<file path="src/rtl/ex_stage_if.sv">
// Bundle between the ID/EX register, the MEM/WB writeback bus and the EX/MEM register
// as seen by the execute stage. The master drives the ID/EX and writeback side.
interface ex_stage_if;
    logic        reg_dst;
    logic        alu_src;
    logic        mem_read;
    logic        mem_write;
    logic        reg_write;
    logic        mem_to_reg;
    logic [2:0]  alu_op;
    logic [31:0] read_data_1;
    logic [31:0] read_data_2;
    logic [31:0] ins_15_0;
    logic [4:0]  rs;
    logic [4:0]  rt;
    logic [4:0]  rd;

    logic        mem_wb_reg_write;
    logic [4:0]  mem_wb_rd;
    logic [31:0] mem_wb_data;

    logic        ex_mem_reg_write;
    logic        ex_mem_mem_to_reg;
    logic        ex_mem_mem_read;
    logic        ex_mem_mem_write;
    logic [31:0] ex_mem_alu_result;
    logic [31:0] ex_mem_write_data;
    logic [4:0]  ex_mem_write_reg;
    logic        ex_mem_zero;

    modport master (
        output reg_dst, alu_src, mem_read, mem_write, reg_write, mem_to_reg,
        output alu_op, read_data_1, read_data_2, ins_15_0, rs, rt, rd,
        output mem_wb_reg_write, mem_wb_rd, mem_wb_data,
        input  ex_mem_reg_write, ex_mem_mem_to_reg, ex_mem_mem_read, ex_mem_mem_write,
        input  ex_mem_alu_result, ex_mem_write_data, ex_mem_write_reg, ex_mem_zero
    );

    modport slave (
        input  reg_dst, alu_src, mem_read, mem_write, reg_write, mem_to_reg,
        input  alu_op, read_data_1, read_data_2, ins_15_0, rs, rt, rd,
        input  mem_wb_reg_write, mem_wb_rd, mem_wb_data,
        output ex_mem_reg_write, ex_mem_mem_to_reg, ex_mem_mem_read, ex_mem_mem_write,
        output ex_mem_alu_result, ex_mem_write_data, ex_mem_write_reg, ex_mem_zero
    );
endinterface

</file>
<file path="src/rtl/ex_stage.sv">
// MIPS execute stage: operand forwarding from EX/MEM and MEM/WB, the ALU, destination
// select, and the EX/MEM pipeline register. Never stalls; reset is async active-low.
module ex_stage (
    input  logic       clk,
    input  logic       reset,
    ex_stage_if.slave  bus
);

    logic        r_regWrite;
    logic        r_memToReg;
    logic        r_memRead;
    logic        r_memWrite;
    logic [31:0] r_aluResult;
    logic [31:0] r_writeData;
    logic [4:0]  r_writeReg;
    logic        r_zero;

    logic        w_exMemFwdOk;
    logic        w_memWbFwdOk;
    logic [31:0] w_fwdA;
    logic [31:0] w_fwdB;
    logic        w_zeroExtImm;
    logic [31:0] w_imm;
    logic [31:0] w_opA;
    logic [31:0] w_opB;
    logic [4:0]  w_shamt;
    logic [5:0]  w_funct;
    logic        w_slt;
    logic [31:0] w_aluResult;
    logic [4:0]  w_writeReg;

    // A load still in EX/MEM only has its address, so it must not be forwarded from there.
    assign w_exMemFwdOk = r_regWrite && !r_memToReg && (r_writeReg != 5'd0);
    assign w_memWbFwdOk = bus.mem_wb_reg_write && (bus.mem_wb_rd != 5'd0);

    always_comb begin
        w_fwdA = bus.read_data_1;
        if (w_exMemFwdOk && (r_writeReg == bus.rs))
            w_fwdA = r_aluResult;
        else if (w_memWbFwdOk && (bus.mem_wb_rd == bus.rs))
            w_fwdA = bus.mem_wb_data;
    end

    always_comb begin
        w_fwdB = bus.read_data_2;
        if (w_exMemFwdOk && (r_writeReg == bus.rt))
            w_fwdB = r_aluResult;
        else if (w_memWbFwdOk && (bus.mem_wb_rd == bus.rt))
            w_fwdB = bus.mem_wb_data;
    end

    // Logical immediates (andi/ori) use the raw 16 bits rather than the sign-extended word.
    assign w_zeroExtImm = (bus.alu_op == 3'b011) || (bus.alu_op == 3'b100);
    assign w_imm        = w_zeroExtImm ? {16'b0, bus.ins_15_0[15:0]} : bus.ins_15_0;
    assign w_opA        = w_fwdA;
    assign w_opB        = bus.alu_src ? w_imm : w_fwdB;
    assign w_shamt      = bus.ins_15_0[10:6];
    assign w_funct      = bus.ins_15_0[5:0];
    assign w_slt        = $signed(w_opA) < $signed(w_opB);

    always_comb begin
        w_aluResult = 32'd0;
        case (bus.alu_op)
            3'b000: w_aluResult = w_opA + w_opB;
            3'b001: w_aluResult = w_opA - w_opB;
            3'b010: begin
                case (w_funct)
                    6'h20:   w_aluResult = w_opA + w_opB;
                    6'h22:   w_aluResult = w_opA - w_opB;
                    6'h24:   w_aluResult = w_opA & w_opB;
                    6'h25:   w_aluResult = w_opA | w_opB;
                    6'h26:   w_aluResult = w_opA ^ w_opB;
                    6'h27:   w_aluResult = ~(w_opA | w_opB);
                    6'h2A:   w_aluResult = {31'd0, w_slt};
                    6'h00:   w_aluResult = w_opB << w_shamt;
                    6'h02:   w_aluResult = w_opB >> w_shamt;
                    6'h03:   w_aluResult = $signed(w_opB) >>> w_shamt;
                    default: w_aluResult = 32'd0;
                endcase
            end
            3'b011: w_aluResult = w_opA & w_opB;
            3'b100: w_aluResult = w_opA | w_opB;
            3'b101: w_aluResult = {31'd0, w_slt};
            3'b110: w_aluResult = {w_opB[15:0], 16'b0};
            3'b111: w_aluResult = w_opA ^ w_opB;
            default: w_aluResult = 32'd0;
        endcase
    end

    assign w_writeReg = bus.reg_dst ? bus.rd : bus.rt;

    // EX/MEM register: captures every cycle; bubbles arrive as zero control from ID/EX.
    always_ff @(posedge clk or negedge reset) begin
        if (!reset) begin
            r_regWrite  <= 1'b0;
            r_memToReg  <= 1'b0;
            r_memRead   <= 1'b0;
            r_memWrite  <= 1'b0;
            r_aluResult <= 32'd0;
            r_writeData <= 32'd0;
            r_writeReg  <= 5'd0;
            r_zero      <= 1'b0;
        end else begin
            r_regWrite  <= bus.reg_write;
            r_memToReg  <= bus.mem_to_reg;
            r_memRead   <= bus.mem_read;
            r_memWrite  <= bus.mem_write;
            r_aluResult <= w_aluResult;
            r_writeData <= w_fwdB;
            r_writeReg  <= w_writeReg;
            r_zero      <= (w_aluResult == 32'd0);
        end
    end

    assign bus.ex_mem_reg_write  = r_regWrite;
    assign bus.ex_mem_mem_to_reg = r_memToReg;
    assign bus.ex_mem_mem_read   = r_memRead;
    assign bus.ex_mem_mem_write  = r_memWrite;
    assign bus.ex_mem_alu_result = r_aluResult;
    assign bus.ex_mem_write_data = r_writeData;
    assign bus.ex_mem_write_reg  = r_writeReg;
    assign bus.ex_mem_zero       = r_zero;

endmodule

</file>
<file path="src/flat_wrapper.sv">
// flat-port wrapper written by rule: the top's interface ports become plain ports
module ex_stage_flat 
  (clk, reset, bus_reg_dst, bus_alu_src, bus_mem_read, bus_mem_write, bus_reg_write, bus_mem_to_reg, bus_alu_op, bus_read_data_1, bus_read_data_2, bus_ins_15_0, bus_rs, bus_rt, bus_rd, bus_mem_wb_reg_write, bus_mem_wb_rd, bus_mem_wb_data, bus_ex_mem_reg_write, bus_ex_mem_mem_to_reg, bus_ex_mem_mem_read, bus_ex_mem_mem_write, bus_ex_mem_alu_result, bus_ex_mem_write_data, bus_ex_mem_write_reg, bus_ex_mem_zero);
  ex_stage_if bus_i ();
  input  logic clk;
  input  logic reset;
  input wire logic [$bits(bus_i.reg_dst)-1:0] bus_reg_dst;
  input wire logic [$bits(bus_i.alu_src)-1:0] bus_alu_src;
  input wire logic [$bits(bus_i.mem_read)-1:0] bus_mem_read;
  input wire logic [$bits(bus_i.mem_write)-1:0] bus_mem_write;
  input wire logic [$bits(bus_i.reg_write)-1:0] bus_reg_write;
  input wire logic [$bits(bus_i.mem_to_reg)-1:0] bus_mem_to_reg;
  input wire logic [$bits(bus_i.alu_op)-1:0] bus_alu_op;
  input wire logic [$bits(bus_i.read_data_1)-1:0] bus_read_data_1;
  input wire logic [$bits(bus_i.read_data_2)-1:0] bus_read_data_2;
  input wire logic [$bits(bus_i.ins_15_0)-1:0] bus_ins_15_0;
  input wire logic [$bits(bus_i.rs)-1:0] bus_rs;
  input wire logic [$bits(bus_i.rt)-1:0] bus_rt;
  input wire logic [$bits(bus_i.rd)-1:0] bus_rd;
  input wire logic [$bits(bus_i.mem_wb_reg_write)-1:0] bus_mem_wb_reg_write;
  input wire logic [$bits(bus_i.mem_wb_rd)-1:0] bus_mem_wb_rd;
  input wire logic [$bits(bus_i.mem_wb_data)-1:0] bus_mem_wb_data;
  output wire logic [$bits(bus_i.ex_mem_reg_write)-1:0] bus_ex_mem_reg_write;
  output wire logic [$bits(bus_i.ex_mem_mem_to_reg)-1:0] bus_ex_mem_mem_to_reg;
  output wire logic [$bits(bus_i.ex_mem_mem_read)-1:0] bus_ex_mem_mem_read;
  output wire logic [$bits(bus_i.ex_mem_mem_write)-1:0] bus_ex_mem_mem_write;
  output wire logic [$bits(bus_i.ex_mem_alu_result)-1:0] bus_ex_mem_alu_result;
  output wire logic [$bits(bus_i.ex_mem_write_data)-1:0] bus_ex_mem_write_data;
  output wire logic [$bits(bus_i.ex_mem_write_reg)-1:0] bus_ex_mem_write_reg;
  output wire logic [$bits(bus_i.ex_mem_zero)-1:0] bus_ex_mem_zero;
  assign bus_i.reg_dst = bus_reg_dst;
  assign bus_i.alu_src = bus_alu_src;
  assign bus_i.mem_read = bus_mem_read;
  assign bus_i.mem_write = bus_mem_write;
  assign bus_i.reg_write = bus_reg_write;
  assign bus_i.mem_to_reg = bus_mem_to_reg;
  assign bus_i.alu_op = bus_alu_op;
  assign bus_i.read_data_1 = bus_read_data_1;
  assign bus_i.read_data_2 = bus_read_data_2;
  assign bus_i.ins_15_0 = bus_ins_15_0;
  assign bus_i.rs = bus_rs;
  assign bus_i.rt = bus_rt;
  assign bus_i.rd = bus_rd;
  assign bus_i.mem_wb_reg_write = bus_mem_wb_reg_write;
  assign bus_i.mem_wb_rd = bus_mem_wb_rd;
  assign bus_i.mem_wb_data = bus_mem_wb_data;
  assign bus_ex_mem_reg_write = bus_i.ex_mem_reg_write;
  assign bus_ex_mem_mem_to_reg = bus_i.ex_mem_mem_to_reg;
  assign bus_ex_mem_mem_read = bus_i.ex_mem_mem_read;
  assign bus_ex_mem_mem_write = bus_i.ex_mem_mem_write;
  assign bus_ex_mem_alu_result = bus_i.ex_mem_alu_result;
  assign bus_ex_mem_write_data = bus_i.ex_mem_write_data;
  assign bus_ex_mem_write_reg = bus_i.ex_mem_write_reg;
  assign bus_ex_mem_zero = bus_i.ex_mem_zero;
  ex_stage u_core (.clk(clk), .reset(reset), .bus(bus_i));
endmodule
</file>
<file path="config.mk">
export PLATFORM = sky130hd
export DESIGN_NAME = ex_stage_flat
export DESIGN_NICKNAME = d
export VERILOG_FILES = /design/src/rtl/ex_stage_if.sv /design/src/rtl/ex_stage.sv /design/src/flat_wrapper.sv
export SDC_FILE = /design/constraint.sdc
export NUM_CORES = 1
export LEC_CHECK = 0
export CORE_MARGIN = 2
export CORE_UTILIZATION = 38
export CTS_CLUSTER_DIAMETER = 50
export DETAILED_ROUTE_END_ITERATION = 10
export PLACE_DENSITY = 0.62
export SLEW_MARGIN = 20
export SYNTH_ARGS = -nofsm -noshare
export SYNTH_HDL_FRONTEND = slang
export SYNTH_SLANG_ARGS = --single-unit
</file>
<file path="constraint.sdc">
create_clock -name clk -period 9.71 [get_ports clk]
set_input_delay 1.4565 -clock clk [delete_from_list [all_inputs] [get_ports clk]]
set_output_delay 1.4565 -clock clk [all_outputs]
set_load 0.01 [all_outputs]
</file>
---- Word level (Yosys, flattened, before mapping) ----
Cells that the tools add are included.
operators by class
  add/sub/neg operators ................... 2
  magnitude comparators ................... 1
  eq/ne operators ......................... 20
  shift operators ......................... 3
  muxes and demuxes ....................... 9
  bitwise logic cells ..................... 4
  reduce and logical (&&, ||, !) cells .... 14
operators by type and width
  operator                                                         number
  32-bit one-hot mux with 10 select lines                          1
  32-bit one-hot mux with 8 select lines                           1
  32-bit 2-to-1 mux                                                6
  6-bit == test, second input constant                             7
  32-bit adder                                                     1
  32-bit bitwise AND                                               1
  32-bit logical NOT                                               1
  32-bit < comparator                                              1
  32-bit inverter                                                  1
  32-bit bitwise OR                                                1
  32-bit by 5-bit left shift with 32-bit output                    1
  32-bit by 5-bit right shift with 32-bit output                   1
  32-bit by 5-bit >>> shifter with 32-bit output                   1
  32-bit subtractor                                                1
  32-bit bitwise XOR                                               1
  5-bit == test                                                    4
  3-bit == test, second input constant                             4
  6-bit by 2-bit == test with 1-bit output, second input constant  2
  5-bit nonzero test                                               2
  1-bit logical AND                                                7
  3-bit by 2-bit == test with 1-bit output, second input constant  2
  6-bit logical NOT                                                1
  5-bit 2-to-1 mux                                                 1
  3-bit by 1-bit == test with 1-bit output, second input constant  1
  3 further kinds                                                  3
word-level totals
  bits in registers ....................... 74
  output and inout bits ................... 74
  word-level logic and storage cells ...... 61

---- Logic depth before layout (Yosys ltp) ----
  depth in word-level cells ............... 11
  depth in mapped cells ................... 26

---- Least setup slack after synthesis ----
OpenSTA, ideal clock, no wires.
  path type ............................... input to register
  start ................................... input bus_mem_wb_rd[1]
  end ..................................... register u_core.r_zero (netlist: u_core.bus.ex_mem_zero)
  setup time .............................. 0.095 ns
  arrival time ............................ 7.273 ns
  data required time ...................... 9.615 ns
  setup slack ............................. 2.342 ns
  stages on the path ...................... 26
  buffers on the path ..................... 3
  path through ............................ or4_4 > o211a_1 > buf_2 > clkbuf_1 > a21boi_0 > o311ai_1 > and2_1 > buf_2 > inv_1 > ha_1 > inv_1 > fa_1 > a31oi_1 > nor3_1 > o31ai_1 > nor2b_1 > o221a_2 > nor3_1 > or3_1 > a22o_1 > a32o_1 > or4_1 > nor4_2 > nand4_1 > or4_1 > nor4b_2
between the ends
  word-level cells in the longest chain between the ends .. 11
  elaborated cells between the ends (all ways) .. 24
ends and longest elaborated chain
  what                                                       RTL line            RTL
  start: declaration                                         flat_wrapper.sv:21  input wire logic [$bits(bus_i.mem_wb_rd)-1:0] bus_mem_wb_rd;
  branches (longest 9 deep; another with 32-bit subtractor)  n/a
  32-bit one-hot mux with 8 select lines (*)                 ex_stage.sv:63      case (bus.alu_op)
  net u_core.w_aluResult[10]                                 ex_stage.sv:29      logic [31:0] w_aluResult;
  32-bit logical NOT (*)                                     ex_stage.sv:111     r_zero <= (w_aluResult == 32'd0);
  end signal: assignment                                     ex_stage.sv:111
  end: declaration                                           ex_stage.sv:16      logic r_zero;
Mark *: on every way through the listed nets, which the timed path passes.

---- Worst setup path in the final report ----
  start ................................... input bus_mem_wb_rd[0]
  end ..................................... register u_core.r_zero (netlist: u_core.bus.ex_mem_zero)
Same word-level chain as after synthesis.

==> impl_metrics.csv <==
group,metric,value,unit
clocking,ctsRootBufferMaster,"clkbuf_16",
hold_path,whs_path_depth,2,
clocking,clkTransAtPathRegs,0.08,ns
yosys,synth_edf_count,0,
grt,grt_usage,44.8,%
clocking,postCtsHoldBufs,0,
clocking,cts.sinks,74,
placement,hpwl,80.4,mm
sta,holdWs,0.639,ns
pwr,peakVddDrop,0.0899,mV
clocking,postCtsSetupRepairBufs,0,
floorplanning,dieArea,0.0438,mm²
sta,clock_skew,0.0198,ns
clocking,cts_tree,"built",
route,drt-pass1-iter-count,7,
critical_path,path_class,"in -> reg",
yosys,yosysWarnings,0,
yosys,synth-xor-area-share,3.66,%
sta,slew_headroom,6.73,%
sta,fin_crit,8.74,ns
yosys,netlist_area,0.0160,mm²
floorplanning,rows,75,
critical_path,worstPathRequired,10.02,ns
clocking,cts_inserted_buffers,9,
sta,hold_violations,0,
sta,tightest_slew,1.38,ns
yosys,ys_seq_area_share,11.6,%
floorplanning,die_w,209,µm
route,drtIter0Drc,3530,
grt,grt_antenna_before_repair,9,
cells_and_area,layout.cells.non_filler,3007,
pwr,power,2.16,mW
yosys,synth_nets,2564,
sta,final-setup-viol-count,0,
yosys,synth_top_flop_cell,"dfrtp_1",
yosys,synth_cell_types,98,
route,ant_nets,0,
yosys,synth_mux_area_share,7.35,%
cells_and_area,nFillCells,4319,
sta,tns,0,ns
outcome,status,"completed",
yosys,synth_cells,2305,
clocking,clk_latency,0.39,ns
cells_and_area,multiInputGateArea,0.0131,mm²
yosys,avgSynthCellArea,6.95,µm²
yosys,synth-seq-cells,74,
grt,grt_pass1_wl,142,mm
critical_path,startpoint_type,"primary input",
floorplanning,io_pins,234,
yosys,ys_async_sr_fraction,100,%
critical_path,arrival,9.04,ns
pwr,pwr_density_cell,111,mW/mm²
cells_and_area,design_area,0.0193,mm²
floorplanning,die_y,209,µm
route,drc_errors,0,
yosys,synth_top_family_by_area,"compound AO/OA/AOI/OAI gates",
critical_path,cp_max_fo,19,
cells_and_area,syn_to_final_growth,20.8,%
route,drt_wl_total,102,mm
pwr,power_leakage,7.28,nW
yosys,synth_compound_area_share,41.2,%
grt,grt_pass1_vias,19400,
cells_and_area,final_layout_size_suffix_gt1_share,8.43,%
route,routed_via_density,7.16,
critical_path,worst_setup_path_end_kind,"register",
cells_and_area,num-nets-final,2721,
clocking,htree_num_levels,3,
cells_and_area,register_area,0.00185,mm²
sta,clock.fmax,114,MHz
grt,grt_max_degree,66,
sta,rsz0062_at_grt,"false",
clocking,clockBufferDepth,2,
critical_path,r2r_cells,19,
placement,gp_congestion,1.11,
route,vias,21500,
run,drv_cap,0,
floorplanning,initial_core_util,38.3,%
grt,grt_overflow_total,0,
placement,dp.cells,2990,
yosys,synth-simple-area-share,21.4,%
route,avgRoutedWirePerCell,33.9,µm
sta,final.period_utilization,90.0,%
placement,io_buffer_count,233,
hold_path,hold_path.class,"reg -> reg",
sta,drv_slew,0,
placement,postPlaceCellArea,0.0190,mm²
yosys,synthAdderAreaFrac,7.83,%
floorplanning,core_area,0.0418,mm²
clocking,cts_resized,0,
-- worst max-delay path, stage by stage --
cell,delay [ns]
clkdlybuf4s50_1,0.53
xor2_1,0.26
nor4b_4,0.79
a21boi_0,0.33
o311ai_2,0.56
and2_1,0.53
ha_1,0.34
buf_4,0.21
a31oi_1,0.21
nor3_1,0.08
o31ai_1,0.39
nor2b_1,0.23
o221a_2,0.26
nor3_1,0.05
or3_1,0.30
a22o_1,0.20
a32o_1,0.28
or4_1,0.55
nor4_2,0.38
nand4_1,0.27
or4_1,0.59
nor4b_2,0.22
-- synth_stat cells (all sizes together) (15+ instances only) --
master     n  area, µm²
a211oi    42        315
a21boi    23        176
a21oi    210       1060
a221oi    31        278
a22oi     40        300
a2bb2oi   16        140
a311o     17        180
a31oi     61        382
a32oi     23        201
and2      26        163
and3      20        125
buf       43        186
clkbuf   139        522
dfrtp     74       1850
ha        97       1210
inv      106        398
mux2      18        203
mux2i     59        591
mux4      17        383
nand2    228        856
nand3     73        365
nor2     202        758
nor3      70        350
nor4      20        131
o211ai    18        140
o21ai    165        830
o21bai    15        113
o221ai    36        322
o22ai     46        288
o311ai    19        254
o31a      16        140
o31ai     23        186
or3       30        188
xnor2     48        420
xor2      19        166
-- layer usage --
metal	global-route usage, %	part of all wire [%]
met5	0	0.10
met4	17.6	4.6
met3	14.6	14
met2	63.7	40
met1	62.1	41
-- cells in the final DEF, fill, tap and decap left out, types with 30 or more instances in the layout --
cell and n:
or3_1 30, ha_1 97, mux2i_1 59, a21oi_1 209, a31oi_1 61, inv_1 104, dfrtp_1 74, a211oi_1 40
o221ai_1 35, o22ai_1 46, a22oi_1 40, a221oi_1 30, o21ai_0 147, nor2_1 200, nand2_1 228, buf_4 96
clkdlybuf4s50_1 225, nand3_1 73, xnor2_1 48, nor3_1 70
-- final timing paths --
check                                                   end                              from  slack (ns)
max                                  u_core.bus.ex_mem_zero                  bus_mem_wb_rd[0]        0.97
min                        u_core.bus.ex_mem_write_data[14]  u_core.bus.ex_mem_alu_result[14]        0.64
max reg2reg                          u_core.bus.ex_mem_zero    u_core.bus.ex_mem_write_reg[3]        1.98
min reg2reg                u_core.bus.ex_mem_write_data[14]  u_core.bus.ex_mem_alu_result[14]        0.64
max in group asynchronous  u_core.bus.ex_mem_alu_result[16]                             reset        7.55
min in group asynchronous  u_core.bus.ex_mem_alu_result[30]                             reset        0.98
-- area by class of cell --
class	count	share of cell area (%)
antenna	1	0.0129
sequential	74	9.57
tap	539	3.49
clock inverter	6	0.466
inverter	109	2.11
multi-input combinational	1940	67.6
timing repair buffer	328	15.5
clock buffer	10	1.18
-- cell families after synthesis --
group           after synthesis
mux                          94
buf+inv                     291
flops                        74
compound gates              943
simple gates                737
xor+xnor                     67
fa+ha+maj                    99
-- metrics by stage --
step / worst slack, ns / util (%)
6_report: 0.972 / 46.3
4_1_cts: 1.23 / 46.3
2_1_floorplan: 2.34 / -
3_3_place_gp: 1.01 / 45.6
5_1_grt: 0.583 / 46.3
3_5_place_dp: 0.863 / 45.6
-- power breakdown --
| group | switching, mW | internal [mW] | leakage [nW] |
|---|---|---|---|
| clock network | 0.169 | 0.226 | 0.153 |
| logic | 0.875 | 0.487 | 6.23 |
| registers | 0.0558 | 0.343 | 0.896 |
(Power assumes the default switching activity.)
